`src/rtl/cache_line_sweeper.sv`:
```
// cache_line_sweeper
// ------------------
// Sequencer for one cache bank's tag store. After reset it walks every line
// issuing `init` so all tags start cleared. On a flush request it waits for the
// bank pipeline to empty, walks the lines issuing `flush` commands, waits for
// any resulting writebacks to drain, and then pulses `flush_req_ready`.
// In writeback mode every (line, way) pair gets its own flush command, with way
// as the inner loop. In the other mode one command covers all ways of a line.
//
// Optional feature (macro CACHE_SWEEPER_PERF_EN):
//   adds perf_flush_cycles, a saturating 32-bit count of cycles spent flushing
//   (DRAIN, FLUSH, WAIT, DONE). It is cleared only by reset.
//
// Ports:
//   clk               clock
//   reset             asynchronous, active-high reset
//   flush_req_valid   flush request, held high until accepted
//   flush_req_ready   one-cycle pulse when the flush has fully completed
//   bank_empty        no requests in flight in the bank pipeline/MSHR
//   stall             bank stall; the current command is held, not consumed
//   init              init command to the tag store this cycle
//   flush             flush command to the tag store this cycle
//   line_idx          line index of the current command
//   way_idx           way of the current command (0 when WRITEBACK=0)
//   busy              sweeper active; the bank must not accept core requests
//   perf_flush_cycles (CACHE_SWEEPER_PERF_EN only) flush cycle counter
module cache_line_sweeper #(
    parameter int unsigned CACHE_SIZE = 1024,
    parameter int unsigned LINE_SIZE  = 16,
    parameter int unsigned NUM_BANKS  = 1,
    parameter int unsigned NUM_WAYS   = 1,
    parameter int unsigned WRITEBACK  = 0,
    localparam int unsigned LINES = CACHE_SIZE / (LINE_SIZE * NUM_BANKS * NUM_WAYS),
    localparam int unsigned LSB   = (LINES > 2) ? $clog2(LINES) : 1,
    localparam int unsigned WSB   = (NUM_WAYS > 2) ? $clog2(NUM_WAYS) : 1
) (
    input  logic           clk,
    input  logic           reset,
    input  logic           flush_req_valid,
    output logic           flush_req_ready,
    input  logic           bank_empty,
    input  logic           stall,
    output logic           init,
    output logic           flush,
    output logic [LSB-1:0] line_idx,
    output logic [WSB-1:0] way_idx,
    output logic           busy
`ifdef CACHE_SWEEPER_PERF_EN
    ,
    output logic [31:0]    perf_flush_cycles
`endif
);

    typedef enum logic [2:0] {
        S_INIT,
        S_IDLE,
        S_DRAIN,
        S_FLUSH,
        S_WAIT,
        S_DONE
    } state_e;

    state_e         state_q, state_d;
    logic [LSB-1:0] line_q, line_d;
    logic [WSB-1:0] way_q, way_d;

    logic last_line;
    logic last_way;

    // Explicit terminal compares so the counters wrap to 0 at LINES-1 and
    // NUM_WAYS-1 even when those are not powers of two.
    assign last_line = (line_q == LSB'(LINES - 1));
    assign last_way  = (way_q == WSB'(NUM_WAYS - 1));

    always_ff @(posedge clk or posedge reset) begin
        if (reset) begin
            state_q <= S_INIT;
            line_q  <= '0;
            way_q   <= '0;
        end else begin
            state_q <= state_d;
            line_q  <= line_d;
            way_q   <= way_d;
        end
    end

    always_comb begin
        state_d = state_q;
        line_d  = line_q;
        way_d   = way_q;
        unique case (state_q)
            S_INIT: begin
                if (!stall) begin
                    if (last_line) begin
                        line_d  = '0;
                        state_d = S_IDLE;
                    end else begin
                        line_d = line_q + 1'b1;
                    end
                end
            end
            S_IDLE: begin
                if (flush_req_valid) begin
                    state_d = S_DRAIN;
                end
            end
            S_DRAIN: begin
                if (bank_empty) begin
                    line_d  = '0;
                    way_d   = '0;
                    state_d = S_FLUSH;
                end
            end
            S_FLUSH: begin
                // bank_empty is deliberately not looked at here; only WAIT
                // cares about writebacks generated by the flush walk.
                if (!stall) begin
                    if ((WRITEBACK != 0) && !last_way) begin
                        way_d = way_q + 1'b1;
                    end else begin
                        way_d = '0;
                        if (last_line) begin
                            line_d  = '0;
                            state_d = S_WAIT;
                        end else begin
                            line_d = line_q + 1'b1;
                        end
                    end
                end
            end
            S_WAIT: begin
                if (bank_empty) begin
                    state_d = S_DONE;
                end
            end
            S_DONE: begin
                state_d = S_IDLE;
            end
            default: begin
                state_d = S_INIT;
                line_d  = '0;
                way_d   = '0;
            end
        endcase
    end

    // All outputs are decoded from registers only.
    assign init            = (state_q == S_INIT);
    assign flush           = (state_q == S_FLUSH);
    assign busy            = (state_q != S_IDLE);
    assign flush_req_ready = (state_q == S_DONE);
    assign line_idx        = line_q;
    assign way_idx         = way_q;

`ifdef CACHE_SWEEPER_PERF_EN
    logic [31:0] perf_q, perf_d;
    logic        flushing;

    assign flushing = (state_q == S_DRAIN) || (state_q == S_FLUSH) ||
                      (state_q == S_WAIT)  || (state_q == S_DONE);

    always_comb begin
        perf_d = perf_q;
        if (flushing && (perf_q != '1)) begin
            perf_d = perf_q + 32'd1;
        end
    end

    always_ff @(posedge clk or posedge reset) begin
        if (reset) begin
            perf_q <= '0;
        end else begin
            perf_q <= perf_d;
        end
    end

    assign perf_flush_cycles = perf_q;
`endif

endmodule

```
`config.mk`:
```
export PLATFORM = sky130hd
export DESIGN_NAME = cache_line_sweeper
export DESIGN_NICKNAME = d
export VERILOG_FILES = /design/src/rtl/cache_line_sweeper.sv
export SDC_FILE = /design/constraint.sdc
export NUM_CORES = 1
export LEC_CHECK = 0
export CAP_MARGIN = 20
export CORE_UTILIZATION = 42
export CTS_BUF_LIST = sky130_fd_sc_hd__clkbuf_16
export DETAILED_ROUTE_END_ITERATION = 10
export GPL_TIMING_DRIVEN = 0
export MAX_ROUTING_LAYER = met4
export PLACE_DENSITY = 0.71
export SLEW_MARGIN = 10
export SYNTH_ARGS = -nofsm -noshare
export SYNTH_HDL_FRONTEND = slang
export SYNTH_SLANG_ARGS = --single-unit
```
`constraint.sdc`:
```
create_clock -name clk -period 1.5 [get_ports clk]
set_input_delay 0.225 -clock clk [delete_from_list [all_inputs] [get_ports clk]]
set_output_delay 0.225 -clock clk [all_outputs]
set_load 0.01 [all_outputs]
```
==> flow_metrics.env, run 1 <==
export IMPL_p_clk_frac=0.253
export IMPL_async_flop_share=1.00
export IMPL_fin_util=0.818
export IMPL_start_util=0.467
export IMPL_grt_util_all_layers=0.245
export IMPL_drc_errors=0
export IMPL_ctsHoldBuffers=0
export IMPL_outcome="finished with violations"
export IMPL_synth_area_leaders="dfrtp_1 (36%), a21oi_1 (4.8%), mux2i_1 (4.8%)"
export IMPL_ys_flop_type="dfrtp_1"
export IMPL_combPwrFrac=0.483
export IMPL_powerDensity_nw_per_um2=1680
export IMPL_area_delta_synth_final_pct=75.2
export IMPL_rsz0062_at_grt="true"
export IMPL_ant_nets=0
export IMPL_cp_start_kind="flip-flop"
export IMPL_cp_arrival_ns=1.39
export IMPL_die_area_sq_um=1660
export IMPL_cp_max_fo=10
export IMPL_grt_overflow=0
export IMPL_violations="setup timing"
export IMPL_holdWs_ns=0.262
export IMPL_grt_pass1_vias=549
export IMPL_critPathBufInv=2
export IMPL_synth_edf_count=0
export IMPL_io_pins=16
export IMPL_cts_root_buffer="clkbuf_16"
export IMPL_hp_class="in2async"
export IMPL_antenna_diode_count=0
export IMPL_grt_pass1_wl_um=2500
export IMPL_cts_inserted_buffers=3
export IMPL_p_seq_frac=0.263
export IMPL_dr_pass1_iters=4
export IMPL_p_switching_mw=0.647
export IMPL_cts_tree="built"
export IMPL_routed_wl_um=2150
export IMPL_wl_per_cell_um=17.9
export IMPL_peakVddDrop_v=0.00136
export IMPL_yosysTopAreaCell="dfrtp_1"
export IMPL_clockBufferDepth=2
export IMPL_yosysMostFrequentCell="dfrtp_1"
export IMPL_htree_levels=1
export IMPL_grt_max_degree=11
export IMPL_netlist_area_leader_share=0.357
export IMPL_vias_per_cell=5.91
export IMPL_cp_slowest_cell="dfrtp_2"
export IMPL_power_leakage_nw=0.492
export IMPL_setup_ws_ns=-0.116
export IMPL_ys_seq_area_frac=0.357
export IMPL_cap_violations=0
export IMPL_cp_top_family="flip-flops"
export IMPL_setup_violations=6
export IMPL_internal_power_mw=1.21
export IMPL_via_count=709
export IMPL_synth_cell_area_sq_um=631
export IMPL_cts_sinks=9
export IMPL_ys_seq_elements=9
export IMPL_dpl_instance_area_sq_um=808
export IMPL_drt_iter0_drc=25
export IMPL_final_nets=112
export IMPL_crit_type="reg2out"
export IMPL_rows=13
export IMPL_clkLatencyLatePin_ns=0.24
export IMPL_maxSlewViolCount=0
export IMPL_netlist_top_cells_count="dfrtp_1 (9), a21oi_1 (6), nor3_1 (5)"
export IMPL_critPathRequiredTime_ns=1.27
export IMPL_die_h_um=40.8
export IMPL_switching_share=0.348
export IMPL_instances_no_fill=120
export IMPL_place_congestion=0.766
export IMPL_setup_tns_ns=-0.353
export IMPL_place_hpwl_um=995
export IMPL_fin_crit_ns=1.62
export IMPL_chipWidth_um=40.8
export IMPL_fmax_mhz=619
export IMPL_post_place_ws_ns=-0.281
export IMPL_power_mw=1.86
export IMPL_avgSynthCellArea_sq_um=9.14
export IMPL_dp_cells=98
export IMPL_final_cell_area_sq_um=1100
export IMPL_antenna_found_initial=0
export IMPL_hold_viol_final=0
export IMPL_core_sq_um=1350
export IMPL_postSynthCellCount=69
export IMPL_yosys_warnings=0
export IMPL_timing_final_crit_share=1.08
export IMPL_slowest_delay_ns=0.45
export IMPL_clkTransAtPathRegs_ns=0.04
export IMPL_synth_cell_type_count=34
export IMPL_numPortBuffers=14
export IMPL_path_cells="clkbuf_8, or3_1, buf_2"
export IMPL_endpoint_kind="primary output"
export IMPL_drive_gt1_frac=0.514
export IMPL_skew_ns=0.000883
export IMPL_syn_num_nets=75
path summary, 6_finish.rpt:
| check | from | endpoint | slack [ns] | cells past startpoint |
|---|---|---|---|---|
| setup / recovery | state_q[2] | busy | -0.12 | 3 |
| hold / removal | reset | line_idx[1] | 0.26 | 2 |
| setup reg to reg | state_q[0] | line_idx[0] | -0.07 | 6 |
| hold reg to reg | line_idx[2] | line_idx[2] | 0.54 | 1 |
| max in group asynchronous | reset | line_idx[2] | 0.95 | 2 |
| min in group clk | line_idx[2] | line_idx[2] | 0.54 | 1 |
registers in the layout (all words and copies together) (netlist names):
| signal | cells |
|---|---|
| line_idx | 6 |
| state_q | 3 |
cells in the final DEF (no fill, tap or decap), types with 2 or more instances in the layout:
cell and count:
mux2i_1 3, dfrtp_2 6, buf_4 18, dfrtp_1 3, o21ai_0 2, nand3_1 2, nor3_2 2, nor2_1 4
nor2b_1 2, a22o_1 3, clkdlybuf4s50_1 8, buf_6 3, a21oi_1 6, nand2_1 3, buf_2 5, clkbuf_16 3
nor3_1 3, inv_1 3
cell families after synthesis:
family                     after synthesis  share of synthesized area
buffers and inverters                    8                     0.0734
DFF                                      9                      0.357
and+or+nand+nor                         27                      0.240
xor gates and xnor gates                 1                     0.0258
other                                    1                    0.00595
AOI/OAI and AO/OA                       17                      0.189
muxes                                    5                     0.0893
adders and majority gates                1                     0.0198
layout make-up:
cell class,instances,area [sq um]
clock inverters,1,3.75
inverters,3,15.0
clock buffers,3,75.1
multi-input cells,52,450
flip-flops and latches,9,233
fillers,81,245
well taps,15,18.8
plain buffers,5,55.1
repair buffers,32,254
per-layer routing:
layer,vias up,track usage,wire length [um]
met5,-,-,0
met4,0,0.0500,39
met3,6,0.0978,135
met2,33,0.349,987
met1,352,0.325,990
li1,318,-,-
power by group through the flow:
stage | registers (mW) | logic [mW] | clock network [mW]
detailed placement | 0.467 | 0.661 | 0
finish | 0.489 | 0.898 | 0.470
global placement | 0.463 | 0.649 | 0
floorplan | 0.484 | 0.379 | 0
global route | 0.496 | 0.961 | 0.479
CTS | 0.458 | 0.775 | 0.462
timing repair:
| item | in CTS | in global routing |
|---|---|---|
| resized for setup | 30 | 11 |
| buffers inserted | 5 | 12 |
| pin swaps | 4 | 3 |
| gates cloned | 0 | 1 |
| setup endpoints to repair | 8 | 13 |
Note: power is estimated with default switching activity, not from simulation.
==> run 2, diff against run 1 <==
--- a/config.mk
+++ b/config.mk
@@ -5,7 +5,6 @@
 export SDC_FILE = /design/constraint.sdc
 export NUM_CORES = 1
 export LEC_CHECK = 0
-export CAP_MARGIN = 20
 export CORE_UTILIZATION = 42
 export CTS_BUF_LIST = sky130_fd_sc_hd__clkbuf_16
 export DETAILED_ROUTE_END_ITERATION = 10
==> results of run 2 <==
The final DEF is identical to that of run 1; final timing and power are the same.
==> run 3, diff against run 2 <==
--- a/config.mk
+++ b/config.mk
@@ -5,12 +5,14 @@
 export SDC_FILE = /design/constraint.sdc
 export NUM_CORES = 1
 export LEC_CHECK = 0
-export CORE_UTILIZATION = 42
+export ABC_AREA = 1
+export CORE_UTILIZATION = 41
 export CTS_BUF_LIST = sky130_fd_sc_hd__clkbuf_16
+export CTS_CLUSTER_DIAMETER = 30
 export DETAILED_ROUTE_END_ITERATION = 10
 export GPL_TIMING_DRIVEN = 0
 export MAX_ROUTING_LAYER = met4
-export PLACE_DENSITY = 0.71
+export PLACE_DENSITY = 0.7
 export SLEW_MARGIN = 10
 export SYNTH_ARGS = -nofsm -noshare
 export SYNTH_HDL_FRONTEND = slang
==> flow_metrics.env, run 3 <==
export IMPL_crit_type="reg2out"
export IMPL_clkTransAtPathRegs_ns=0.04
export IMPL_routed_wl_um=1260
export IMPL_die_area_sq_um=1670
export IMPL_timing_final_crit_share=0.962
export IMPL_vias_per_cell=4.69
export IMPL_powerDensity_nw_per_um2=2240
export IMPL_rows=13
export IMPL_fin_crit_ns=1.44
export IMPL_largest_register_ffs=6
export IMPL_cp_start_kind="flip-flop"
export IMPL_yosys_area_share_adder=0.0202
export IMPL_final_common_cell="nand2_1"
export IMPL_grt_pass1_wl_um=1880
export IMPL_clockBufferDepth=2
export IMPL_yosysMostFrequentCell="nand2_1"
export IMPL_instances_no_fill=131
export IMPL_cts_inserted_buffers=3
export IMPL_synth_top_family_by_area="simple AND/OR/NAND/NOR gates"
export IMPL_synthSimpleGateAreaFrac=0.375
export IMPL_ys_seq_elements=9
export IMPL_start_util=0.460
export IMPL_syn_num_nets=100
export IMPL_antenna_found_initial=0
export IMPL_hold_viol_final=0
export IMPL_ant_nets=0
export IMPL_synth_cell_type_count=16
export IMPL_endpoint_kind="primary output"
export IMPL_seq_area_sq_um=229
export IMPL_wl_per_cell_um=9.62
export IMPL_final_cell_mix="nand2_1 (33), inv_1 (15), nand3_1 (10), clkdlybuf4s50_1 (10), nor2_1 (8)"
export IMPL_cts_sinks=9
export IMPL_grt_pass1_vias=474
export IMPL_final_nets=123
export IMPL_cp_arrival_ns=1.22
export IMPL_dr_pass1_iters=3
export IMPL_multiInputGateArea_sq_um=328
export IMPL_skew_ns=0.00169
export IMPL_ys_flop_type="dfrtp_1"
export IMPL_maxSlewViolCount=0
export IMPL_postSynthCellCount=94
export IMPL_cp_slowest_cell="dfrtp_2"
export IMPL_synth_compound_area_share=0.109
export IMPL_core_sq_um=1350
export IMPL_ff2ff_setup_slack_ns=0.12
export IMPL_worstReg2RegStart="line_idx[0]"
export IMPL_numPortBuffers=14
export IMPL_area_delta_synth_final_pct=45.0
export IMPL_slowest_delay_ns=0.43
export IMPL_synth_edf_count=0
export IMPL_synthXorXnorAreaFrac=0
export IMPL_power_leakage_nw=0.473
export IMPL_cts_root_buffer="clkbuf_16"
export IMPL_clkLatencyLatePin_ns=0.24
export IMPL_drc_errors=0
export IMPL_path_cells="buf_4, nand3_2, inv_1, dlygate4sd2_1"
export IMPL_setup_ws_ns=0.0570
export IMPL_grt_overflow=0
export IMPL_grt_util_all_layers=0.187
export IMPL_via_count=614
export IMPL_cp_max_fo=4
export IMPL_synth_cell_area_sq_um=621
export IMPL_netlist_area_leader_share=0.363
export IMPL_place_congestion=0.785
export IMPL_dp_cells=123
export IMPL_place_hpwl_um=898
export IMPL_htree_levels=1
export IMPL_cts_tree="built"
export IMPL_drive_gt1_frac=0.207
export IMPL_avgSynthCellArea_sq_um=6.60
export IMPL_async_flop_share=1.00
export IMPL_reg2reg_depth=8
export IMPL_drt_iter0_drc=9
export IMPL_critPathRequiredTime_ns=1.27
export IMPL_io_pins=16
export IMPL_yosys_warnings=0
export IMPL_r2r_end="state_q[0]"
export IMPL_hp_class="in2async"
export IMPL_setup_violations=0
export IMPL_synth_area_leaders="dfrtp_1 (36%), nand2_1 (20%), inv_1 (9.7%)"
export IMPL_ys_seq_area_frac=0.363
export IMPL_netlist_top_cells_count="nand2_1 (33), inv_1 (16), nand3_1 (10)"
export IMPL_yosysTopAreaCell="dfrtp_1"
export IMPL_fin_util=0.666
export IMPL_peakVddDrop_v=0.00112
export IMPL_antenna_diode_count=0
export IMPL_synthMuxAreaShare=0
export IMPL_fmax_mhz=693
export IMPL_post_place_ws_ns=-0.0149
export IMPL_grt_max_degree=11
export IMPL_chipWidth_um=40.9
export IMPL_final_fill_count=126
export IMPL_cap_violations=0
export IMPL_outcome="complete, no violations"
export IMPL_die_h_um=40.9
-- run 3: changes by cell type after synthesis, moves of 3 or more --
cell,delta
o21ai_2,+4
mux2i_1,-3
inv_1,+13
nor2_1,+4
a21oi_1,-6
a22o_1,-3
nand3_1,+7
nand2_1,+30
nor3_1,-5
-- run 3: worst max path at each step --
stage                 from  slack (ns)         endpoint
2_1_floorplan  line_idx[0]        0.16       state_q[0]
3_3_place_gp    state_q[1]       -0.02  flush_req_ready
3_5_place_dp    state_q[1]       -0.01  flush_req_ready
4_1_cts         state_q[1]        0.06  flush_req_ready
5_1_grt        line_idx[0]     -0.0003       state_q[0]
6_report        state_q[0]        0.06            flush
-- run 3: logic make-up (layout without fill, tap and decap cells) --
logic type	count (synthesis)	in the layout
adder cells (fa/ha/maj)	1	1
AND/OR/NAND/NOR	55	55
buffers and inverters	18	40
flip-flops	9	9
other	1	1
AO/OA/AOI/OAI	10	10
-- run 3: power by group --
| group | switching (mW) | internal (mW) | total [mW] |
|---|---|---|---|
| combinational | 0.608 | 0.489 | 1.10 |
| clock | 0.119 | 0.348 | 0.467 |
| sequential | 0.114 | 0.336 | 0.450 |
| total | 0.841 | 1.17 | 2.01 |
-- run 3: per-layer routing --
layer	routed length (um)	GRT usage	vias up
met1	594	0.219	269
met4	24	0.100	0
met3	65	0.0978	4
met2	575	0.254	11
li1	-	-	330
met5	0	-	-
-- run 3: cell type report --
| class | count | area share |
|---|---|---|
| multi-input combinational | 67 | 0.364 |
| sequential | 9 | 0.255 |
| timing repair buffer | 18 | 0.185 |
| clock buffer | 3 | 0.0834 |
| inverter | 16 | 0.0668 |
| buffer | 2 | 0.0209 |
| tap | 15 | 0.0209 |
| clock inverter | 1 | 0.00417 |
-- run 3: repair_timing --
action                                 in CTS  in global routing
endpoints found under the hold margin       0                  0
setup endpoints to repair                   4                  6
setup buffers                               3                  1
pin swaps                                   0                  2
hold buffers                                0                  0
gates resized for setup                     7                  6
-- run 3: worst max-delay path: cells and delay by family (launching register included) --
family | cells | cell delay, ns
DFF | 1 | 0.43
and+or+nand+nor | 1 | 0.09
buffers and inverters | 3 | 0.46
-- run 3: stage by stage --
stage	power (mW)	setup TNS [ns]	instance area, sq um	hold WS [ns]
2_1_floorplan	1.13	0	621	0.0529
3_3_place_gp	1.44	-0.0160	779	0.502
3_5_place_dp	1.45	-0.0149	779	0.502
4_1_cts	1.95	0	878	0.268
5_1_grt	2.19	-0.000327	900	0.328
6_report	2.01	0	900	0.245
